### src/rtl/uart_rx.sv
// UART receiver: 2-FF synchronised input, PRESCALE-times oversampling, 3-sample mid-bit
// majority vote, 8N1 or 8-with-parity frames, registered strobe and error pulses.
//   state  | meaning
//   IDLE   | line idle, waiting for rx_s low
//   START  | start bit, glitch rejected on a 1 vote
//   DATA   | 8 data bits, LSB first
//   PARITY | parity bit check (only when PAR_EN latched 1)
//   STOP   | stop bit, decide right after the third sample
module uart_rx #(
    parameter int PRESCALE    = 8,
    parameter int SYNC_STAGES = 2
) (
    input  logic       CLK,
    input  logic       RST,
    input  logic       RX_IN,
    input  logic       PAR_EN,
    input  logic       PAR_TYP,
    output logic [7:0] P_DATA,
    output logic       Data_Valid,
    output logic       PAR_ERR,
    output logic       STP_ERR,
    output logic       busy
);

    typedef enum logic [2:0] {IDLE, START, DATA, PARITY, STOP} state_t;

    localparam int EW = $clog2(PRESCALE);
    localparam logic [EW-1:0] S_LO   = EW'(PRESCALE / 2 - 1);
    localparam logic [EW-1:0] S_MID  = EW'(PRESCALE / 2);
    localparam logic [EW-1:0] S_HI   = EW'(PRESCALE / 2 + 1);
    localparam logic [EW-1:0] E_LAST = EW'(PRESCALE - 1);

    state_t                 state_q, state_d;
    logic [SYNC_STAGES-1:0] sync_q;
    logic [EW-1:0]          edge_cnt_q, edge_cnt_d;
    logic [3:0]             bit_cnt_q, bit_cnt_d;
    logic [1:0]             smp_q, smp_d;
    logic [7:0]             shift_q, shift_d;
    logic                   par_en_q, par_en_d;
    logic                   par_typ_q, par_typ_d;
    logic                   par_bad_q, par_bad_d;
    logic [7:0]             p_data_q, p_data_d;
    logic                   valid_q, valid_d;
    logic                   par_err_q, par_err_d;
    logic                   stp_err_q, stp_err_d;
    logic                   busy_q, busy_d;

    logic rx_s, vote_now, bit_end, vote, par_exp;

    assign rx_s     = sync_q[SYNC_STAGES-1];
    assign vote_now = (edge_cnt_q == S_HI);
    assign bit_end  = (edge_cnt_q == E_LAST);
    assign vote     = (smp_q[0] & smp_q[1]) | (smp_q[0] & rx_s) | (smp_q[1] & rx_s);
    assign par_exp  = par_typ_q ? ~(^shift_q) : ^shift_q;

    always_ff @(posedge CLK) begin
        if (RST) begin
            state_q    <= IDLE;
            sync_q     <= '1;
            edge_cnt_q <= '0;
            bit_cnt_q  <= '0;
            smp_q      <= '0;
            shift_q    <= '0;
            par_en_q   <= 1'b0;
            par_typ_q  <= 1'b0;
            par_bad_q  <= 1'b0;
            p_data_q   <= '0;
            valid_q    <= 1'b0;
            par_err_q  <= 1'b0;
            stp_err_q  <= 1'b0;
            busy_q     <= 1'b0;
        end else begin
            state_q   <= state_d;
            sync_q[0] <= RX_IN;
            for (int i = 1; i < SYNC_STAGES; i++) begin
                sync_q[i] <= sync_q[i-1];
            end
            edge_cnt_q <= edge_cnt_d;
            bit_cnt_q  <= bit_cnt_d;
            smp_q      <= smp_d;
            shift_q    <= shift_d;
            par_en_q   <= par_en_d;
            par_typ_q  <= par_typ_d;
            par_bad_q  <= par_bad_d;
            p_data_q   <= p_data_d;
            valid_q    <= valid_d;
            par_err_q  <= par_err_d;
            stp_err_q  <= stp_err_d;
            busy_q     <= busy_d;
        end
    end

    always_comb begin
        state_d = state_q;
        case (state_q)
            IDLE:   if (!rx_s) state_d = START;
            START: begin
                if (vote_now && vote) state_d = IDLE;
                else if (bit_end)     state_d = DATA;
            end
            DATA:   if (bit_end && bit_cnt_q == 4'd8) state_d = par_en_q ? PARITY : STOP;
            PARITY: if (bit_end) state_d = STOP;
            STOP:   if (vote_now) state_d = IDLE;
            default: state_d = IDLE;
        endcase
    end

    always_comb begin
        edge_cnt_d = edge_cnt_q;
        bit_cnt_d  = bit_cnt_q;
        smp_d      = smp_q;
        shift_d    = shift_q;
        par_en_d   = par_en_q;
        par_typ_d  = par_typ_q;
        par_bad_d  = par_bad_q;
        p_data_d   = p_data_q;
        valid_d    = 1'b0;
        par_err_d  = 1'b0;
        stp_err_d  = 1'b0;
        busy_d     = busy_q;
        if (state_q == IDLE) begin
            edge_cnt_d = '0;
            bit_cnt_d  = '0;
            // The detecting cycle already counts as edge 0 of the start bit.
            if (!rx_s) begin
                edge_cnt_d = EW'(1);
                busy_d     = 1'b1;
                par_en_d   = PAR_EN;
                par_typ_d  = PAR_TYP;
                par_bad_d  = 1'b0;
            end
        end else begin
            edge_cnt_d = bit_end ? '0 : edge_cnt_q + 1'b1;
            if (bit_end) bit_cnt_d = bit_cnt_q + 4'd1;
            if (edge_cnt_q == S_LO)  smp_d[0] = rx_s;
            if (edge_cnt_q == S_MID) smp_d[1] = rx_s;
            if (vote_now) begin
                case (state_q)
                    START: begin
                        if (vote) busy_d = 1'b0;
                    end
                    DATA:   shift_d = {vote, shift_q[7:1]};
                    PARITY: if (vote != par_exp) par_bad_d = 1'b1;
                    STOP: begin
                        busy_d = 1'b0;
                        if (vote && !par_bad_q) begin
                            p_data_d = shift_q;
                            valid_d  = 1'b1;
                        end
                        stp_err_d = ~vote;
                        par_err_d = par_bad_q;
                    end
                    default: ;
                endcase
            end
        end
    end

    assign P_DATA     = p_data_q;
    assign Data_Valid = valid_q;
    assign PAR_ERR    = par_err_q;
    assign STP_ERR    = stp_err_q;
    assign busy       = busy_q;

endmodule

### config.mk
export PLATFORM = sky130hd
export DESIGN_NAME = uart_rx
export DESIGN_NICKNAME = d
export VERILOG_FILES = /design/src/rtl/uart_rx.sv
export SDC_FILE = /design/constraint.sdc
export NUM_CORES = 1
export LEC_CHECK = 0
export ABC_AREA = 1
export CORE_UTILIZATION = 50
export CTS_CLUSTER_DIAMETER = 200
export DETAILED_ROUTE_END_ITERATION = 12
export MAX_ROUTING_LAYER = met4
export PLACE_DENSITY = 0.75
export SYNTH_ARGS = -nofsm -noshare
export SYNTH_HDL_FRONTEND = slang
export SYNTH_SLANG_ARGS = --single-unit
### constraint.sdc
create_clock -name CLK -period 1.2 [get_ports CLK]
set_input_delay 0.18 -clock CLK [delete_from_list [all_inputs] [get_ports CLK]]
set_output_delay 0.18 -clock CLK [all_outputs]
set_load 0.03 [all_outputs]
-- After elaboration in Yosys (flattened, before gate mapping)
Index checks and enable logic that the tools add are counted.
- register bits after elaboration: 37
- logic and storage cells: 87
- input bits: 5
- bitwise gates (word level): 11
- equal/unequal tests: 16
- multiplexer cells: 23
- add/sub/neg operators: 2
- reductions and logical operators: 20
- operators by type and width (operator ; count):
    3-bit 2-to-1 mux ; 9
    3-bit one-hot mux with 5 select lines ; 1
    3-bit == test (second input constant) ; 4
    1-bit 2-to-1 mux ; 12
    4-bit AND reduction ; 3
    3-bit by 2-bit == test with 1-bit output (second input constant) ; 3
    2-bit != test (second input constant) ; 4
    8-bit XOR reduction ; 1
    3-bit != test (second input constant) ; 2
    1-bit inverter ; 6
    2-bit AND reduction ; 3
    2-bit nonzero test ; 3
    5-bit AND reduction ; 1
    4-bit by 1-bit adder with 4-bit output (second input constant) ; 1
    4-bit == test (second input constant) ; 1
    4-bit OR reduction ; 1
    3-bit by 1-bit adder with 3-bit output (second input constant) ; 1
    1-bit AND ; 3
    3-bit by 1-bit == test with 1-bit output (second input constant) ; 1
    1-bit logical AND ; 3
    3-bit logical NOT ; 1
    3-bit AND reduction ; 1
    3-bit nonzero test ; 1
    1-bit bitwise OR ; 2
    other kinds (4) ; 4

-- Longest topological paths before layout
- depth after elaboration: 8
- depth in mapped cells: 11
- depth with buffers taken out: 11

-- Worst setup path after synthesis
OpenSTA, ideal clock, no wires.
- path kind: reg-to-reg
- start point: reg edge_cnt_q[0]
- end point: reg p_data_q[6] (netlist: P_DATA[6])
- buffers on the path: 1
- data required time: 1.134 ns
- library setup time: 0.066 ns
- stages on the path, launching flop included: 9
- arrival time: 1.266 ns
- setup slack: -0.132 ns
- path through: dfxtp_1 -> ha_1 -> nand2_4 -> nor4_4 -> nand3_2 -> clkinv_2 -> buf_12 -> o21ai_2 -> a21oi_2
- cells in the longest elaborated chain, start to end: 2
- RTL lines (element ; RTL line ; text):
    start: declaration ; 35 ; logic [EW-1:0] edge_cnt_q, edge_cnt_d;
    start signal: assignment ; 78 ; edge_cnt_q <= edge_cnt_d;
    3-bit == test ; 51 ; assign vote_now = (edge_cnt_q == S_HI);
    4-bit AND reduction (no source line) ; n/a ;
    end signal: assignment ; 85 ; p_data_q <= p_data_d;
    end: declaration ; 42 ; logic [7:0] p_data_q, p_data_d;
Every way passes these cells.
A chain may end at the register's enable or synchronous reset.

-- Worst setup path in the final report
- start point: reg edge_cnt_q[1]
- end point: reg p_data_q[2] (netlist: P_DATA[2])
Same word-level chain as after synthesis.

==> flow_summary.json <==
{
  "status": "finished with violations",
  "violations": "negative setup slack",
  "wl_mm": 4.46,
  "cts.sinks": 37,
  "synth_adder_area_share": 0.0488,
  "grt_pass1_vias": 1500,
  "fp.dieH_um": 61.9,
  "areaGrowthSynthToFinish_pct": 40.8,
  "path_clk_slew_ns": 0.11,
  "cts.htree.levels": 2,
  "grt-ovfl-total": 0,
  "grt_pass1_wl_mm": 6.47,
  "ys_async_sr_fraction": 0,
  "route.detailed.drc": 0,
  "synth_top_family_by_area": "simple AND/OR/NAND/NOR gates",
  "mostFrequentLayoutCell": "nand2_1",
  "fin_crit_ns": 1.41,
  "vdd_drop_max_uv": 1100,
  "pwr-share-clk": 0.262,
  "cp-start-kind": "register",
  "syn_inst": 242,
  "ant_nets": 0,
  "hpwlAfterDp_mm": 2.65,
  "slew_viol_final": 0,
  "gp_congestion": 0.926,
  "combPwrFrac": 0.339,
  "synthSimpleGateAreaFrac": 0.263,
  "root_buffer": "clkbuf_4",
  "fmax_mhz": 710,
  "drt-vias-per-instance": 4.96,
  "stdcell_count": 352,
  "tightest_slew_ns": 0.414,
  "multi_input_area_um2": 965,
  "setup_tns_ns": -3.95,
  "grt_start_max_net_pins": 17,
  "syn_area_mm2": 0.00179,
  "io-pin-count": 17,
  "antenna_found_initial": 0,
  "core_area_mm2": 0.00339,
  "p_leak_nw": 1.15,
  "diodes": 0,
  "power.density_mw_per_mm2": 1390,
  "seqPwrFrac": 0.399,
  "fin_skew_ns": 0.00661,
  "seq_area_um2": 766,
  "synth.area.top_cells": "dfxtp_1, nand2_1, inv_1",
  "ys_types": 30,
  "grt_usage": 0.246,
  "maxCapViolCount": 0,
  "hold_viol_final": 0,
  "port_buffers": 16,
  "synth-xor-area-share": 0,
  "setup_ws_ns": -0.207,
  "ys_ff_latch": 37,
  "p_int_mw": 2.30,
  "p_switching_mw": 1.21,
  "yosysWarnings": 0,
  "cts_buffer_depth": 2,
  "start_util": 0.529,
  "insertion_delay_ns": 0.35,
  "endpoint_kind": "register",
  "synth_mux_area_frac": 0,
  "synth_edf_count": 0,
  "synth_compound_area_frac": 0.166,
  "cp.arrival_ns": 1.69,
  "synth_top_cell_by_area": "dfxtp_1",
  "yosysTopAreaCellShare": 0.413,
  "num-fill-cells": 232,
  "dominantRegCellSynth": "dfxtp_1",
  "critPathMaxFanout": 8,
  "cts-hold-fix-buffers": 0,
  "setup_viol": 32,
  "cts_tree": "yes",
  "drive_above_1_share": 0.438,
  "layout.nets": 317,
  "slew-limit-headroom": 0.722,
  "numCtsBuffers": 5,
  "crit_required_ns": 1.48,
  "post-place-ws_ns": -0.219,
  "period_share": 1.17,
  "syn-num-nets": 254,
  "die-area_mm2": 0.00383,
  "drtIter0Drc": 113,
  "dp_cells": 328,
  "seq_area_frac_synth": 0.413,
  "final_cell_mix": "nand2_1, buf_4, inv_1, dfxtp_1, nor2_1",
  "path_class": "reg2reg",
  "vias": 1746,
  "rows": 21,
  "swShare": 0.344,
  "syn_area_per_cell_um2": 7.41,
  "first_pass_iters": 4,
  "routedWlPerCell_um": 12.7,
  "die_w_um": 61.9,
  "worstHoldPathType": "in2reg",
  "rsz0062_at_grt": "true"
}
[worst paths after layout]
path	startpoint	slack (ns)	cells after the start	endpoint
hold / removal	RX_IN	0.38	2	sync_q[0]
hold reg to reg	sync_q[0]	0.43	1	sync_q[1]
setup / recovery	edge_cnt_q[1]	-0.21	8	P_DATA[2]
setup reg to reg	edge_cnt_q[1]	-0.21	8	P_DATA[2]
[metrics by stage]
stage,hold slack (ns),util,total power [mW],instance area (um^2)
2_1_floorplan,0.249,-,2.01,1810
3_3_place_gp,0.401,0.651,2.34,2210
3_5_place_dp,0.404,0.651,2.34,2210
4_1_cts,0.381,0.702,3.33,2380
5_1_grt,0.391,0.745,3.70,2520
6_report,0.385,0.745,3.51,2520
[cells in the mapped netlist (all sizes together) (2+ instances only)]
cell,count
o21ai,24
a21oi,21
a31oi,2
or2,2
nor2,27
ha,7
o22ai,2
inv,40
nand3,13
buf,2
nand2,58
dfxtp,37
clkbuf,2
[layout make-up]
cell class	instances	share of cell area
tap	46	0.0228
clock buffer	7	0.0218
multi-input combinational	160	0.382
timing repair buffer	59	0.192
timing repair inverter	1	0.00198
inverter	41	0.0639
sequential	37	0.303
clock inverter	1	0.0119
[layer usage]
metal,vias up,routed length [um],GRT usage
met2,26,2200,0.390
met5,-,0,-
met3,10,124,0.0455
met1,813,2050,0.303
li1,897,-,-
met4,0,78,0.111
[repair_timing]
action,4_1_cts,5_1_grt
resized for setup,46,62
hold endpoints to repair,0,0
gates cloned,1,1
pin swaps,3,13
setup endpoints to repair,43,43
setup buffers,6,8
[power by group through the flow]
| stage | registers, mW | logic, mW | clock network, mW |
|---|---|---|---|
| 2_1_floorplan | 1.40 | 0.610 | 0 |
| 3_3_place_gp | 1.41 | 0.930 | 0 |
| 3_5_place_dp | 1.41 | 0.932 | 0 |
| 4_1_cts | 1.39 | 1.01 | 0.930 |
| 5_1_grt | 1.41 | 1.30 | 0.994 |
| 6_report | 1.40 | 1.19 | 0.919 |
[worst max-delay path, cell delays in order (launching register included)]
cell and delay, ns:
dfxtp_2 0.34, inv_2 0.07, ha_4 0.15, nand2_4 0.08, nor4_4 0.18, nand3_2 0.19, clkinv_4 0.13, o21ai_1 0.07
a21oi_1 0.13
[flip-flops by register name, indices dropped and copies added (netlist names)]
signal,count
Data_Valid,1
PAR_ERR,1
P_DATA,8
STP_ERR,1
bit_cnt_q,4
busy,1
edge_cnt_q,3
par_bad_q,1
par_en_q,1
par_typ_q,1
shift_q,8
smp_q,2
state_q,3
sync_q,2
[kinds of logic (layout without fill, tap and decap cells)]
group / Yosys count / in the layout
AOI/OAI and AO/OA: 51 / 51
adders and majority gates: 7 / 7
buffers and inverters: 45 / 109
DFF: 37 / 37
and+or+nand+nor: 102 / 102
Power figures use the tool's default switching activity.
